$ cat config.mk
export PLATFORM = sky130hd
export DESIGN_NAME = regfile_hazard_ctrl
export DESIGN_NICKNAME = d
export VERILOG_FILES = /design/src/rtl/cpu_pkg.sv /design/src/rtl/hazard_fwd_sel.sv /design/src/rtl/regfile_hazard_ctrl.sv
export SDC_FILE = /design/constraint.sdc
export NUM_CORES = 1
export LEC_CHECK = 0
export ABC_AREA = 1
export ABC_CLOCK_PERIOD_IN_PS = 1800
export CAP_MARGIN = 20
export CORE_UTILIZATION = 30
export CTS_BUF_LIST = sky130_fd_sc_hd__clkbuf_2 sky130_fd_sc_hd__clkbuf_4 sky130_fd_sc_hd__clkbuf_8
export DETAILED_ROUTE_END_ITERATION = 12
export PLACE_DENSITY = 0.62
export SETUP_SLACK_MARGIN = 0.1
export SYNTH_ARGS = -nofsm -noshare
export SYNTH_HDL_FRONTEND = slang
export SYNTH_HIERARCHICAL = 1
export SYNTH_SLANG_ARGS = --single-unit
$ cat constraint.sdc
create_clock -name clk -period 1.8 [get_ports clk]
set_clock_uncertainty 0.2 [all_clocks]
set_input_delay 0.36 -clock clk [delete_from_list [all_inputs] [get_ports clk]]
set_output_delay 0.36 -clock clk [all_outputs]
set_load 0.02 [all_outputs]
$ cat src/rtl/cpu_pkg.sv
// cpu_pkg: shared register-address sizing, forwarding selects and pipeline slot record
package cpu_pkg;

   localparam int AW   = 5;
   localparam int NREG = 16;

   localparam logic [1:0] FWD_RF  = 2'b00;
   localparam logic [1:0] FWD_WB  = 2'b01;
   localparam logic [1:0] FWD_MEM = 2'b10;

   typedef struct packed {
      logic          valid;
      logic          we;
      logic [AW-1:0] waddr;
      logic          is_load;
      logic [AW-1:0] rs;
      logic [AW-1:0] rt;
      logic          use_rs;
      logic          use_rt;
   } stage_t;

   // r0 is hardwired and addresses past the implemented file have no storage, so neither counts as a result
   function automatic logic is_writer(input stage_t s);
      return s.valid & s.we & (s.waddr != '0) & (s.waddr < AW'(NREG));
   endfunction

endpackage

$ cat src/rtl/hazard_fwd_sel.sv
// hazard_fwd_sel: picks the EX operand source, preferring the younger MEM result over WB
module hazard_fwd_sel
   import cpu_pkg::*;
(
   input  logic          i_ex_valid,
   input  logic          i_use,
   input  logic [AW-1:0] i_src,
   input  logic          i_mem_wr,
   input  logic [AW-1:0] i_mem_waddr,
   input  logic          i_wb_wr,
   input  logic [AW-1:0] i_wb_waddr,
   output logic [1:0]    o_sel
);

   logic w_rd;

   assign w_rd  = i_ex_valid & i_use;
   assign o_sel = (w_rd & i_mem_wr & (i_mem_waddr == i_src)) ? FWD_MEM :
                  (w_rd & i_wb_wr  & (i_wb_waddr  == i_src)) ? FWD_WB  : FWD_RF;

endmodule

$ cat src/rtl/regfile_hazard_ctrl.sv
// regfile_hazard_ctrl: load-use stall, branch flush, EX forwarding and regfile writeback sequencing
module regfile_hazard_ctrl
   import cpu_pkg::*;
#(
   parameter int CNT_W = 16
) (
   input  logic             clk,
   input  logic             rst,
   input  logic             id_valid,
   input  logic [AW-1:0]    id_rs,
   input  logic [AW-1:0]    id_rt,
   input  logic             id_use_rs,
   input  logic             id_use_rt,
   input  logic             id_we,
   input  logic [AW-1:0]    id_waddr,
   input  logic             id_is_load,
   input  logic             flush,
   output logic             stall,
   output logic [1:0]       fwd_a,
   output logic [1:0]       fwd_b,
   output logic             wb_we,
   output logic [AW-1:0]    wb_waddr,
   output logic [CNT_W-1:0] stall_cnt,
   output logic [CNT_W-1:0] flush_cnt
);

   stage_t           r_ex, r_mem, r_wb;
   stage_t           w_id;
   logic             w_haz, w_mem_wr, w_unused;
   logic [CNT_W-1:0] r_stall_cnt, r_flush_cnt;

   assign w_id = '{valid: id_valid, we: id_we, waddr: id_waddr, is_load: id_is_load,
                   rs: id_rs, rt: id_rt, use_rs: id_use_rs, use_rt: id_use_rt};

   // a load in EX has no result until after MEM, so a dependent ID instruction must wait one cycle
   assign w_haz = id_valid & is_writer(r_ex) & r_ex.is_load &
                  ((id_use_rs & (id_rs == r_ex.waddr)) | (id_use_rt & (id_rt == r_ex.waddr)));

   assign stall     = w_haz & ~flush;
   assign w_mem_wr  = is_writer(r_mem);
   assign wb_we     = is_writer(r_wb);
   assign wb_waddr  = wb_we ? r_wb.waddr : '0;
   assign stall_cnt = r_stall_cnt;
   assign flush_cnt = r_flush_cnt;
   assign w_unused  = ^{r_mem.is_load, r_mem.rs, r_mem.rt, r_mem.use_rs, r_mem.use_rt,
                        r_wb.is_load, r_wb.rs, r_wb.rt, r_wb.use_rs, r_wb.use_rt};

   // slot shift: killed, stalled or empty ID slots enter EX as bubbles
   always_ff @(posedge clk or negedge rst) begin
      if (!rst) begin
         r_ex  <= '0;
         r_mem <= '0;
         r_wb  <= '0;
      end else begin
         r_wb  <= r_mem;
         r_mem <= r_ex;
         r_ex  <= (flush | w_haz | ~id_valid) ? '0 : w_id;
      end
   end

   // saturating event counters
   always_ff @(posedge clk or negedge rst) begin
      if (!rst) begin
         r_stall_cnt <= '0;
         r_flush_cnt <= '0;
      end else begin
         if (stall && r_stall_cnt != '1) r_stall_cnt <= r_stall_cnt + CNT_W'(1);
         if (flush && r_flush_cnt != '1) r_flush_cnt <= r_flush_cnt + CNT_W'(1);
      end
   end

   hazard_fwd_sel u_fwd_a (
      .i_ex_valid  (r_ex.valid),
      .i_use       (r_ex.use_rs),
      .i_src       (r_ex.rs),
      .i_mem_wr    (w_mem_wr),
      .i_mem_waddr (r_mem.waddr),
      .i_wb_wr     (wb_we),
      .i_wb_waddr  (r_wb.waddr),
      .o_sel       (fwd_a)
   );

   hazard_fwd_sel u_fwd_b (
      .i_ex_valid  (r_ex.valid),
      .i_use       (r_ex.use_rt),
      .i_src       (r_ex.rt),
      .i_mem_wr    (w_mem_wr),
      .i_mem_waddr (r_mem.waddr),
      .i_wb_wr     (wb_we),
      .i_wb_waddr  (r_wb.waddr),
      .o_sel       (fwd_b)
   );

endmodule

==> results.sh <==
export IMPL_drtPass1Iterations=5
export IMPL_ys_ff_latch=66
export IMPL_required_ns=1.24
export IMPL_placeableCoreArea_sq_mm=0.01147
export IMPL_r2r_slack_ns=-0.26
export IMPL_dp_hpwl_microns=6624
export IMPL_cp_arrival_ns=1.64
export IMPL_grt_pass1_wl_microns=16130
export IMPL_synth_common_cells="nand2_1 (183), inv_1 (74), dfrtp_1 (66)"
export IMPL_grt_max_degree=67
export IMPL_power_leakage_uw=0.002803
export IMPL_setup_violations_final=46
export IMPL_yosysSeqAreaShare=0.4640
export IMPL_grt_overflow=0
export IMPL_cp_max_fo=3
export IMPL_holdWs_ns=0.1839
export IMPL_grt_usage=0.1669
export IMPL_antenna_found_initial=0
export IMPL_clock_latency_ns=0.34
export IMPL_finish_utilization=0.4982
export IMPL_start_util=0.3104
export IMPL_crit_path_end="fwd_a[0]"
export IMPL_drive_gt1_frac=0.3939
export IMPL_ant_nets=0
export IMPL_htreeDepth=3
export IMPL_crit_type="reg2out"
export IMPL_setup_ws_ns=-0.4026
export IMPL_cpMaxStageDelayCell="dfrtp_1"
export IMPL_slew_viol_final=0
export IMPL_syn_area_sq_mm=0.003560
export IMPL_synth_cells=487
export IMPL_syn_nets=512
export IMPL_dpl_cell_count=726
export IMPL_via_count=3454
export IMPL_avgSynthCellArea_sq_um=7.309
export IMPL_cts_sinks=66
export IMPL_clkTransAtPathRegs_ns=0.07
export IMPL_synthFlopType="dfrtp_1"
export IMPL_min_period_over_period=1.224
export IMPL_drt_wl_total_microns=10160
export IMPL_power_density_mw_per_mm2=671.2
export IMPL_die_h_microns=110.9
export IMPL_wl_per_cell_microns=13.28
export IMPL_clk_path_buf_depth=2
export IMPL_r2r_start="r_ex[16]"
export IMPL_cpMostUsedCell="nor2_4"
export IMPL_outcome="finished with violations"
export IMPL_fin_crit_ns=2.203
export IMPL_hp_class="reg2reg"
export IMPL_die_area_sq_mm=0.01231
export IMPL_numCtsBuffers=9
export IMPL_crit_path_start_kind="register"
export IMPL_fmax_mhz=454.0
export IMPL_synth_edf_count=0
export IMPL_nets=643
export IMPL_grt_pass1_vias=3442
export IMPL_place_port_buffers=64
export IMPL_die_x_microns=110.9
export IMPL_yosys_area_top_type="dfrtp_1"
export IMPL_cpPeakStageDelay_ns=0.38
export IMPL_cts_tree="done"
export IMPL_crit_chain="nand3b_1, nor2_4, nand2_2, nor2_4, nand3_2, nor2_4, buf_6"
export IMPL_synth_most_common_cell="nand2_1"
export IMPL_avgViaCountPerCell=4.515
export IMPL_synth_top_area_frac=0.4640
export IMPL_ir_worst_vdd_uv=700.1
export IMPL_r2r_cells=14
export IMPL_endpoint_kind="output port"
export IMPL_place_gp_congestion=0.8720
export IMPL_synth_async_reset_ratio=1.000
export IMPL_ys_types=24
export IMPL_fin_cells=765
export IMPL_num_antenna_cells=0
export IMPL_cp_top_family="simple AND/OR/NAND/NOR gates"
export IMPL_rows=39
export IMPL_drc_errors=0
export IMPL_clk_root_buffer_cell="clkbuf_8"
export IMPL_drtIter0Drc=174
export IMPL_area_delta_synth_final_pct=60.49
export IMPL_pin_count=66
export IMPL_rsz0062_at_grt="yes"
export IMPL_finalHoldViolCount=0
export IMPL_timing_rr_end="r_ex[9]"
export IMPL_crit_start="r_wb[17]"
export IMPL_violations="negative setup slack"
export IMPL_synth_area_leaders="dfrtp_1 (46%), nand2_1 (19%), inv_1 (7.8%)"
export IMPL_worstSetupPathDepth=7
export IMPL_max_cap_violations=0
export IMPL_synth_warnings=6
export IMPL_crit_buf_inv=1
flip-flops by register name, summed over array words and instances, names as in the netlist:
signal,cells
r_ex,20
flush_cnt,16
stall_cnt,16
r_mem,7
r_wb,7
per-stage QoR:
step	total power, uW	area [sq um]	TNS (ns)	setup slack [ns]
floorplan	2101	3633	0	0.04072
global placement	2449	4732	-17.47	-0.8597
detailed placement	2461	4732	-18.46	-0.8702
CTS	3674	5295	-5.611	-0.4725
global route	4051	5713	-13.11	-0.5088
finish	3835	5713	-9.744	-0.4026
routing by layer:
layer | vias up | routed length [microns] | global-route usage | part of all wire
met3 | 10 | 418 | 0.04429 | 0.041
met1 | 1657 | 4261 | 0.1978 | 0.42
met5 | - | 0 | 0 | 0
met4 | 0 | 127 | 0.06400 | 0.012
met2 | 78 | 5355 | 0.2878 | 0.53
li1 | 1709 | - | - | -
worst reg2reg max path, delay by kind of cell, from the launching register on:
family                 cells  cell delay [ns]
and+or+nand+nor            8             0.59
DFF                        1             0.46
buffers and inverters      6             0.75
logic make-up after synthesis:
family | synth area share
buffers and inverters | 0.1002
xor gates and xnor gates | 0.06889
and+or+nand+nor | 0.3547
other | 0.001053
DFF | 0.4640
adders and majority gates | 0.007029
AOI/OAI and AO/OA | 0.004217
power breakdown:
| part | internal (uW) | leakage [uW] | switching, uW | total, uW |
|---|---|---|---|---|
| sequential | 1600 | 0.000860 | 157 | 1750 |
| clock | 597 | 0.0000923 | 560 | 1160 |
| combinational | 424 | 0.00185 | 500 | 923 |
placed cells by master (no fill, tap or decap), types with 3 or more instances in the layout:
master and count:
clkbuf_2 17, nand4_1 5, buf_16 3, nor3_1 4, nor2_1 24, nor4_4 3, clkdlybuf4s15_1 7, inv_1 65
nand2_1 153, nor3_4 3, buf_12 7, nand3_1 8, xor2_1 16, nor3_2 4, nand2_2 25, nor2_4 33
nand3_2 8, inv_2 14, nand2_4 11, clkdlybuf4s15_2 5, dfrtp_2 13, dfrtp_1 53, clkbuf_8 11, clkdlybuf4s50_1 12
nor2_2 10, buf_4 37, dlygate4sd2_1 12, xnor2_1 12, buf_6 23, nand3_4 3
cell type report:
| class | count | area, sq um |
|---|---|---|
| repair buffers | 126 | 1236 |
| clock inverters | 2 | 12.51 |
| well taps | 143 | 178.9 |
| fillers | 1099 | 5754 |
| inverters | 83 | 329.1 |
| clock buffers | 13 | 166.4 |
| multi-input cells | 332 | 2122 |
| flip-flops and latches | 66 | 1668 |
worst min-delay path by stage:
stage               from           end  slack, ns  depth (start not counted)
2_1_floorplan        rst  flush_cnt[0]      -0.14                          0
3_3_place_gp   r_mem[18]      r_wb[18]       0.16                          0
3_5_place_dp   r_mem[19]      r_wb[19]       0.16                          0
4_1_cts        r_mem[18]      r_wb[18]       0.18                          0
5_1_grt         id_rs[0]       r_ex[7]       0.18                          3
6_report        r_ex[18]     r_mem[18]       0.18                          0
repair_timing:
item                                    in CTS  in global routing
hold buffers                                 1                  0
buffers inserted                            12                 16
pin swaps                                   23                 38
hold endpoints to repair                    66                  0
gates cloned                                 4                  1
endpoints found under the setup margin      81                 84
resized for setup                          182                142
Power figures use the tool's default switching activity.
